[src/rtl/reg_bank.sv]
// Byte-enabled register bank with one-cycle registered reads and a multi-cycle
// clear sweep that walks every entry back to RESET_VAL.
module reg_bank #(
  parameter int WIDTH = 16,
  parameter int DEPTH = 8,
  parameter logic [WIDTH-1:0] RESET_VAL = '0,
  localparam int ADDR_W = (DEPTH > 2) ? $clog2(DEPTH) : 1,
  localparam int BE_W = WIDTH / 8
) (
  input  logic              clk,
  input  logic              rst,
  input  logic              sel,
  input  logic              wr,
  input  logic [ADDR_W-1:0] addr,
  input  logic [WIDTH-1:0]  wdata,
  input  logic [BE_W-1:0]   be,
  input  logic              clr,
  output logic [WIDTH-1:0]  rdata,
  output logic              rvalid,
  output logic              err,
  output logic              busy
);

  typedef enum logic {IDLE, CLEAR} state_t;

  localparam logic [ADDR_W:0]   DEPTH_C = (ADDR_W + 1)'(DEPTH);
  localparam logic [ADDR_W-1:0] LAST_C  = ADDR_W'(DEPTH - 1);

  state_t            state_q;
  logic [ADDR_W-1:0] ptr_q;
  logic [WIDTH-1:0]  mem_q [DEPTH];
  logic [WIDTH-1:0]  rdata_q, rdata_d;
  logic              rvalid_q, err_q;
  logic              inRange, accept, reject;

  // clr takes priority over any access presented in the same cycle
  assign inRange = ({1'b0, addr} < DEPTH_C);
  assign accept  = sel && (state_q == IDLE) && !clr && inRange;
  assign reject  = sel && !accept;

  always_comb begin
    rdata_d = '0;
    if (accept && !wr) rdata_d = mem_q[addr];
  end

  always_ff @(posedge clk or posedge rst) begin
    if (rst) begin
      state_q  <= IDLE;
      ptr_q    <= '0;
      rdata_q  <= '0;
      rvalid_q <= 1'b0;
      err_q    <= 1'b0;
    end else begin
      rdata_q  <= rdata_d;
      rvalid_q <= accept && !wr;
      err_q    <= reject;
      case (state_q)
        IDLE: begin
          if (clr) begin
            state_q <= CLEAR;
            ptr_q   <= '0;
          end
        end
        CLEAR: begin
          if (ptr_q == LAST_C) state_q <= IDLE;
          else ptr_q <= ptr_q + ADDR_W'(1);
        end
      endcase
    end
  end

  // Sweep writes and accesses never coincide because accesses need state IDLE
  always_ff @(posedge clk or posedge rst) begin
    if (rst) begin
      for (int i = 0; i < DEPTH; i++) mem_q[i] <= RESET_VAL;
    end else if (state_q == CLEAR) begin
      mem_q[ptr_q] <= RESET_VAL;
    end else if (accept && wr) begin
      for (int b = 0; b < BE_W; b++)
        if (be[b]) mem_q[addr][8*b +: 8] <= wdata[8*b +: 8];
    end
  end

  assign rdata  = rdata_q;
  assign rvalid = rvalid_q;
  assign err    = err_q;
  assign busy   = (state_q == CLEAR);

endmodule

[config.mk]
export PLATFORM = sky130hd
export DESIGN_NAME = reg_bank
export DESIGN_NICKNAME = d
export VERILOG_FILES = /design/src/rtl/reg_bank.sv
export SDC_FILE = /design/constraint.sdc
export NUM_CORES = 1
export LEC_CHECK = 0
export BUFFER_PORTS_ARGS = -buffer_cell sky130_fd_sc_hd__buf_2
export CORE_MARGIN = 5
export CORE_UTILIZATION = 65
export DETAILED_ROUTE_END_ITERATION = 7
export GPL_TIMING_DRIVEN = 1
export PLACE_DENSITY = 0.85
export SLEW_MARGIN = 10
export SYNTH_ARGS = -nofsm -noshare
export SYNTH_HDL_FRONTEND = slang
export SYNTH_SLANG_ARGS = --single-unit
[constraint.sdc]
create_clock -name clk -period 6.78 [get_ports clk]
set_input_delay 0.339 -clock clk [delete_from_list [all_inputs] [get_ports clk]]
set_output_delay 0.339 -clock clk [all_outputs]
set_load 0.02 [all_outputs]
==> flow_summary.ini, run 1 <==
[setup_path]
arrival_ns = 2.97
path_max_fanout = 16
r2r_start = busy
crit_path_end_kind = flop
rrSetupSlack_ns = 4.24
critical_path_class = reg2reg
crit_required_ns = 7.20
r2r_end = mem_q[96]
reg2reg_depth = 5
start_kind = flop

[timing]
setup_viol = 0
rsz0062_at_grt = false
max-slew-margin-rel_pct = 29.1
clock.fmax_ghz = 0.393
tns_ns = 0
period_minus_slack_ns = 2.54
maxSlewViolCount = 0
period_share_pct = 37.5
max_slew.worst_pin.slew_ns = 1.06
finClkSkew_ns = 0.00788
hold_viol_final = 0

[synth]
synth-seq-cells = 150
synth.top_cell.area_share_pct = 55.5
synth_cell_types = 45
syn_area_um2 = 6770
syn_avg_cell_area_um2 = 12.6
async_flop_share_pct = 100
synth_warnings = 0
synth_seq_area_share_pct = 55.5
yosysTopAreaCell = dfrtp_1
syn_nets = 566
ys_top_cells_by_area = dfrtp_1 (55%), a22o_1 (12%), o2bb2ai_1 (5.3%)
synthFlopType = dfrtp_1
synth_cells = 538
synth_edf_count = 0

[clock_network]
cts_buffer_depth = 2
htreeDepth = 4
clk_latency_ns = 0.54
cts.sinks = 150
numCtsBuffers = 17
clk_pin_slew_ns = 0.06
clockRootBuffer = clkbuf_8
tritoncts = built

[status]
outcome = completed

[job]
maxCapViolCount = 0

[global_route]
grt.total_usage_pct = 29.8
antenna_found_initial = 0
first_global_vias = 5098
grt_pass1_wl_um = 28600
overflow = 0
grt_start_max_net_pins = 79

[final_layout]
antennaDiodeCount = 0
layout_commonest_cell = dfrtp_1
n_fill_cell = 641
syn2layout_area_growth_pct = 11.6
fin_nets = 596
drive_gt1_share_pct = 20.0
mostFrequentLayoutCells = dfrtp_1 (150), a22o_1 (89), buf_2 (44), o2bb2ai_1 (41), nand2_1 (31)
layoutNonFillerInstCount = 716

[routing]
routed_wl_um = 18000
dr.first_iter.drc_count = 756
wire_per_inst_um = 25.1
drt_first_pass_iters = 5
vias = 5077
route.detailed.drc = 0
avgViaCountPerCell = 7.09
antenna_left = 0

[placement]
gp_congestion = 0.890
post-place-cells = 684
place_hpwl_um = 11600
portBuffers = 44

[hold_path]
hp-start = sel
whs_path_depth = 2
hold_path.class = in2reg
holdPathEnd = err

[power_and_ir_drop]
vdd_drop_max_mv = 0.207
leakage_uw = 0.00349
power_density_nw_per_um2 = 293

[die]
core_um2 = 10200
die_w_um = 112
start_util_pct = 66.1
die_area_um2 = 12600
io_pins = 45
die_h_um = 112
fp-row-count = 37
## critical path, stage by stage, from the launching register on
cell and delay, ns:
dfrtp_1 0.47, nand4bb_1 0.24, buf_4 0.26, nor3_2 0.73, nor2_1 0.43, a22o_1 0.29
## where the power goes
part           internal [uW]  switching, uW
registers                924           33.0
logic                    102            259
clock network            538            356
## cells by family after synthesis
kind of cell	share of synthesized area, %
AO/OA/AOI/OAI	22.9
AND/OR/NAND/NOR	10.8
buffers and inverters	3.12
flip-flops	55.5
adder cells (fa/ha/maj)	0.370
multiplexers	7.15
XOR/XNOR	0.129
## metal layers
layer	vias up	GRT usage (%)	part of all wire (%)
met1	2508	42.9	40
met2	392	42.1	44
met4	0	10.8	2.2
met3	45	10.8	13
li1	2132	-	-
met5	-	0	0
## cell usage after synthesis, types with 10 or more instances
cell type,number
a21oi_1,13
a22o_1,89
and2_1,18
clkbuf_1,11
dfrtp_1,150
mux2_2,11
mux4_2,12
nand2_1,31
nand3_1,10
nor2_1,25
o2bb2ai_1,41
## sequential cells by signal, summed over array words and instances (netlist names)
name,cells
busy,1
err,1
mem_q,128
ptr_q,3
rdata,16
rvalid,1
## layout make-up
class / instances / area (um2) / area share, %
Sequential cell: 150 / 3750 / 49.7
Multi-Input combinational cell: 348 / 2800 / 37.1
Clock buffer: 22 / 453 / 6.00
Timing Repair Buffer: 48 / 253 / 3.35
Tap cell: 136 / 170 / 2.25
Clock inverter: 9 / 103 / 1.36
Inverter: 3 / 16.3 / 0.215
## per-stage QoR
stage | power, uW | utilization [%] | hold slack [ns] | setup WS [ns] | cell area [um2]
6_report | 2210 | 73.8 | 0.0616 | 4.24 | 7550
5_1_grt | 2290 | 73.8 | 0.0627 | 4.21 | 7550
4_1_cts | 2210 | 73.8 | 0.0542 | 4.29 | 7550
3_5_place_dp | 1320 | 68.3 | 0.468 | 3.99 | 6990
3_3_place_gp | 1310 | 68.3 | 0.468 | 4.07 | 6990
2_1_floorplan | 1220 | - | 0.451 | 2.40 | 6770
## how the worst max path moves through the flow
stage                     slack [ns]          to  startpoint
final                           4.24   mem_q[96]        busy
after global routing            4.21  mem_q[102]        busy
after CTS                       4.29   mem_q[99]        busy
after detailed placement        3.99   mem_q[99]     addr[0]
after global placement          4.07   mem_q[96]     addr[0]
after floorplan                 2.40        busy         rst
## timing repair
item	4_1_cts	5_1_grt
setup endpoints to repair	0	0
endpoints found under the hold margin	77	0
resized for setup	0	0
hold buffers	1	0
buffers inserted	0	0
No activity file was read; power rests on OpenSTA's default activity.
==> inputs of run 2 (changes only) <==
--- a/config.mk
+++ b/config.mk
@@ -7,10 +7,10 @@
 export LEC_CHECK = 0
 export BUFFER_PORTS_ARGS = -buffer_cell sky130_fd_sc_hd__buf_2
 export CORE_MARGIN = 5
-export CORE_UTILIZATION = 65
+export CORE_UTILIZATION = 60
 export DETAILED_ROUTE_END_ITERATION = 7
 export GPL_TIMING_DRIVEN = 1
-export PLACE_DENSITY = 0.85
+export PLACE_DENSITY = 0.79
 export SLEW_MARGIN = 10
 export SYNTH_ARGS = -nofsm -noshare
 export SYNTH_HDL_FRONTEND = slang
==> constraint.sdc (replaced) <==
create_clock -name clk -period 2.4 [get_ports clk]
set_input_delay 0.12 -clock clk [delete_from_list [all_inputs] [get_ports clk]]
set_output_delay 0.12 -clock clk [all_outputs]
set_load 0.02 [all_outputs]
==> run 2 against run 1 <==
Effect of this change: hold slack got worse by 0.050 ns; sequential power rose to 2.8 times the previous value; sequential share of layout area fell by 2.1 points; non-clock buffer count rose by 35; combinational power rose to 3.2 times the previous value; die area rose by 7.6%; first-iteration DRC count fell by 17%; worst setup slack got worse by 4.1 ns; clock skew fell by 0.00074 ns; clock-buffer cell count rose by 4; final area rose by 4.5%; critical endpoint is now mem_q[25]; largest cell class unchanged.
==> flow_summary.ini, run 2 (synthesized netlist as in run 1, its figures left out) <==
[hold_path]
holdPathEnd = mem_q[125]
whs_path_depth = 3
hp-start = wdata[13]
hold_path.class = in2reg

[final_layout]
n_fill_cell = 762
drive_gt1_share_pct = 22.1
mostFrequentLayoutCells = dfrtp_1 (150), a22o_1 (89), buf_2 (44), o2bb2ai_1 (41), nand2_1 (31)
syn2layout_area_growth_pct = 16.6
fin_nets = 631
final_cell_area_um2 = 7890
largest_reg_flops = 128
seq_area_um2 = 3750
layout_commonest_cell = dfrtp_1
regMostFlops = mem_q
multi_input_area_um2 = 2800

[setup_path]
crit_required_ns = 2.74
path_max_fanout = 13
reg2reg_depth = 5
start_kind = flop
critical_path_class = reg2reg
arrival_ns = 2.60
crit_path_end_kind = flop
r2r_start = busy
rrSetupSlack_ns = 0.14
r2r_end = mem_q[25]

[clock_network]
numCtsBuffers = 17
clk_latency_ns = 0.43
cts_resized = 0
cts_buffer_depth = 2
clockRootBuffer = clkbuf_16
postCtsHoldBufs = 12
postCtsSetupBuffers = 0
clk_pin_slew_ns = 0.06
tritoncts = built
cts.sinks = 150
htreeDepth = 4

[power_and_ir_drop]
p_switching_uw = 1830
power_density_nw_per_um2 = 812
p_sw_share_pct = 28.5
combPwrFrac_pct = 18.0
leakage_uw = 0.00366
power_frac_seq_pct = 42.2
pwr-share-clk_pct = 39.8
internal_power_uw = 4580
vdd_drop_max_mv = 0.686

[global_route]
grt_pass1_wl_um = 29800
first_global_vias = 5222
grt_start_max_net_pins = 68
antenna_found_initial = 0
overflow = 0
grt.total_usage_pct = 30.0

[routing]
routed_wl_um = 18700
avgViaCountPerCell = 6.91
drt_first_pass_iters = 4
route.detailed.drc = 0
antenna_left = 0
dr.first_iter.drc_count = 625
wire_per_inst_um = 24.8
vias = 5219

[timing]
clock.fmax_ghz = 0.442
finClkSkew_ns = 0.00715
tns_ns = 0
hold-worst-slack_ns = 0.0113
rsz0062_at_grt = false
layout_setup_ws_ns = 0.137
setup_viol = 0
hold_viol_final = 0
max-slew-margin-rel_pct = 38.4
period_share_pct = 94.3
maxSlewViolCount = 0
period_minus_slack_ns = 2.26
max_slew.worst_pin.slew_ns = 0.925

[placement]
pre_cts_ws_ns = 0.140
portBuffers = 44
place_hpwl_um = 12400
gp_congestion = 0.950
placed_area_um2 = 7210

[die]
die_w_um = 116
core_um2 = 10900
die_area_um2 = 13500
fp-row-count = 38
die_h_um = 116
io_pins = 45
start_util_pct = 61.9

[job]
maxCapViolCount = 0

[status]
outcome = completed
## run 2: cell count changes in the layout (fill, tap and decap cells not counted)
cell,before,now
buf_4,3,24
buf_12,0,3
clkbuf_16,16,17
clkinv_2,4,2
clkbuf_1,3,6
clkinvlp_4,3,1
diode_2,0,1
dlygate4sd3_1,1,12
inv_6,1,0
## run 2: per-stage QoR
stage               std cells  power [uW]  utilization [%]
finish                    755        6410             72.1
global route              754        6600             72.1
detailed placement        712        3830             65.9
global placement          712        3790             65.9
CTS                       754        6380             72.1
floorplan                 538        3440                -
## run 2: worst max path at each step
stage	startpoint	to	slack, ns	cells past startpoint
2_1_floorplan	rst	busy	0.39	1
3_3_place_gp	busy	mem_q[24]	0.27	5
3_5_place_dp	busy	mem_q[24]	0.14	5
4_1_cts	busy	mem_q[24]	0.11	5
5_1_grt	busy	mem_q[25]	0.06	5
6_report	busy	mem_q[25]	0.14	5
## run 2: layout make-up
class,count,share of cell area [%]
clock buffer,26,6.20
multi-input combinational,348,35.5
inverter,3,0.190
antenna,1,0.0317
timing repair buffer,83,7.36
tap,140,2.22
clock inverter,4,0.888
sequential,150,47.6
## run 2: critical path, cell delays in order (launching register included)
cell	delay, ns
dfrtp_1	0.48
nand4bb_1	0.26
buf_4	0.34
nor2_1	0.14
a21oi_1	0.76
o2bb2ai_1	0.20
## run 2: power by group through the flow
stage | sequential (uW) | clock [uW] | combinational [uW]
floorplan | 2730 | 0 | 714
global placement | 2740 | 0 | 1060
detailed placement | 2740 | 0 | 1090
CTS | 2700 | 2570 | 1110
global route | 2710 | 2660 | 1220
finish | 2700 | 2550 | 1160
## run 2: per-layer routing
metal	vias to the layer above	part of all wire, %	track usage, %
met5	-	0	1.48
li1	2207	-	-
met2	346	44	41.9
met1	2612	42	43.7
met3	54	12	9.59
met4	0	2.7	12.1
==> inputs of run 3 (changes only) <==
--- a/config.mk
+++ b/config.mk
@@ -5,12 +5,15 @@
 export SDC_FILE = /design/constraint.sdc
 export NUM_CORES = 1
 export LEC_CHECK = 0
+export ABC_AREA = 1
 export BUFFER_PORTS_ARGS = -buffer_cell sky130_fd_sc_hd__buf_2
+export CELL_PAD_IN_SITES_DETAIL_PLACEMENT = 0
+export CELL_PAD_IN_SITES_GLOBAL_PLACEMENT = 1
 export CORE_MARGIN = 5
-export CORE_UTILIZATION = 60
+export CORE_UTILIZATION = 45
 export DETAILED_ROUTE_END_ITERATION = 7
 export GPL_TIMING_DRIVEN = 1
-export PLACE_DENSITY = 0.79
+export PLACE_DENSITY_LB_ADDON = 0.1
 export SLEW_MARGIN = 10
 export SYNTH_ARGS = -nofsm -noshare
 export SYNTH_HDL_FRONTEND = slang
==> run 3 against run 2 <==
Effect of this change: total power grew 60%; final area increased by 33%; clock power grew 5%; largest power group is now combinational logic; worst setup slack better by 0.33 ns; sequential share of layout area down 12 points; largest cell class is now multi-input combinational cells; critical path type unchanged; flip-flop and latch count unchanged; global-route usage is 1.6 points lower.
==> flow_summary.ini, run 3 <==
[power_and_ir_drop]
leakage_uw = 0.00610
vdd_drop_max_mv = 0.820
power_density_nw_per_um2 = 976

[die]
die_area_um2 = 24100
die_h_um = 155
die_w_um = 155
core_um2 = 20900
io_pins = 45
fp-row-count = 53
start_util_pct = 45.4

[hold_path]
whs_path_depth = 3
hp-start = clr
holdPathEnd = busy
hold_path.class = in2reg

[status]
outcome = completed

[synth]
synth_common_cells = nand2_1 (766), nand3_1 (281), dfrtp_1 (150), buf_2 (55)
synth-seq-cells = 150
async_flop_share_pct = 100
synth_most_common_cell = nand2_1
synth_seq_area_share_pct = 39.6
synth_warnings = 0
synthFlopType = dfrtp_1
ys_top_cells_by_area = dfrtp_1 (40%), nand2_1 (30%), nand3_1 (15%)
synth_cells = 1433
synth_cell_types = 27
yosysTopAreaCell = dfrtp_1
syn_nets = 1461
synth_edf_count = 0
syn_area_um2 = 9490
syn_avg_cell_area_um2 = 6.62
synth.top_cell.area_share_pct = 39.6

[clock_network]
clk_latency_ns = 0.43
cts_buffer_depth = 2
numCtsBuffers = 17
cts_resized = 0
cts.sinks = 150
clk_pin_slew_ns = 0.06
clockRootBuffer = clkbuf_16
htreeDepth = 4
tritoncts = built

[final_layout]
final_cell_area_um2 = 10500
regMostFlops = mem_q
antennaDiodeCount = 0
fin_nets = 1478
syn2layout_area_growth_pct = 10.7
layout_commonest_cell = nand2_1
layoutNonFillerInstCount = 1738
mostFrequentLayoutCells = nand2_1 (766), nand3_1 (281), dfrtp_1 (149), buf_2 (44), buf_4 (30)
n_fill_cell = 2161
largest_reg_flops = 128
drive_gt1_share_pct = 11.7
utilization_pct = 50.3

[setup_path]
rrSetupSlack_ns = 0.47
crit_path_end_kind = flop
critical_path_class = reg2reg
r2r_start = busy
start_kind = flop
r2r_end = mem_q[91]
arrival_ns = 2.24
path_max_fanout = 29
crit_required_ns = 2.71
reg2reg_depth = 7

[global_route]
antenna_found_initial = 0
first_global_vias = 9185
grt_pass1_wl_um = 53800
overflow = 0
grt_start_max_net_pins = 66
grt.total_usage_pct = 28.4

[timing]
max-slew-margin-rel_pct = 48.5
rsz0062_at_grt = false
setup_viol = 0
tns_ns = 0
period_minus_slack_ns = 1.93
hold_viol_final = 0
finClkSkew_ns = 0.0138
clock.fmax_ghz = 0.518
maxSlewViolCount = 0
max_slew.worst_pin.slew_ns = 0.773
period_share_pct = 80.4

[routing]
routed_wl_um = 33500
drt_first_pass_iters = 5
dr.first_iter.drc_count = 793
antenna_left = 0
vias = 9728
wire_per_inst_um = 19.3
route.detailed.drc = 0
avgViaCountPerCell = 5.60

[placement]
gp_congestion = 0.826
placed_area_um2 = 9900
post-place-cells = 1703
place_hpwl_um = 21800
portBuffers = 44

[job]
maxCapViolCount = 0
-- run 3: changes by cell type in the layout (fill, tap and decap cells not counted), sizes merged, moves of 11 or more --
cell	before	now
nor3	14	1
o21ai	4	22
nand2	31	769
nand3	10	292
mux4	12	0
nand4	0	26
o2bb2ai	41	0
inv	2	50
a22o	89	0
mux2	11	0
and2	18	0
-- run 3: layout make-up --
type | count | area [um2] | area share [%]
clock buffers | 19 | 443 | 4.22
clock inverters | 13 | 130 | 1.24
inverters | 50 | 199 | 1.89
multi-input cells | 1151 | 5090 | 48.5
flip-flops and latches | 150 | 3760 | 35.8
well taps | 275 | 344 | 3.28
repair buffers | 80 | 536 | 5.10
-- run 3: through the flow --
stage	power (uW)	hold slack, ns	worst slack [ns]
finish	10300	0.0749	0.469
global route	10900	0.0782	0.334
CTS	10200	0.0668	0.497
detailed placement	7520	0.242	0.509
global placement	7500	0.251	0.536
floorplan	6310	0.251	0.391
-- run 3: worst max path at each step --
stage                     startpoint         end  slack [ns]  cells past startpoint
after global routing            busy  mem_q[104]        0.33                      6
after global placement          busy   mem_q[82]        0.54                      7
after floorplan                  rst        busy        0.39                      1
after CTS                       busy  mem_q[104]        0.50                      7
after detailed placement        busy  mem_q[107]        0.51                      7
final                           busy   mem_q[91]        0.47                      7
-- run 3: report_power, final --
| part | internal, uW | total (uW) | switching (uW) | leakage, uW |
|---|---|---|---|---|
| Sequential | 3070 | 3570 | 498 | 0.00207 |
| Combinational | 1040 | 3990 | 2950 | 0.00375 |
| Clock | 1550 | 2690 | 1140 | 0.000279 |
| Total | 5660 | 10300 | 4590 | 0.00610 |
-- run 3: kinds of logic after synthesis --
family                     share of synthesized area, %
adders and majority gates                         0.264
buffers and inverters                              6.79
AOI/OAI and AO/OA                                  2.56
DFF                                                39.6
and+or+nand+nor                                    50.8
-- run 3: per-layer routing --
metal	routed length [um]	vias to the layer above	global-route usage [%]	part of all wire, %
met2	14500	384	41.6	43
met4	1070	0	9.25	3.2
met3	2390	64	5.87	7.1
met5	0	-	0	0
met1	15500	4642	42.0	46
li1	-	4638	-	-
-- run 3: worst max-delay path, stage by stage (launching register included) --
cell     delay (ns)
dfrtp_4        0.52
inv_4          0.32
nand2_2        0.25
buf_4          0.28
nand3_4        0.18
inv_2          0.12
nand2_1        0.09
nand2_1        0.05
-- run 3: repair_timing --
action	4_1_cts	5_1_grt
hold buffers	3	0
setup buffers	0	0
hold endpoints to repair	21	0
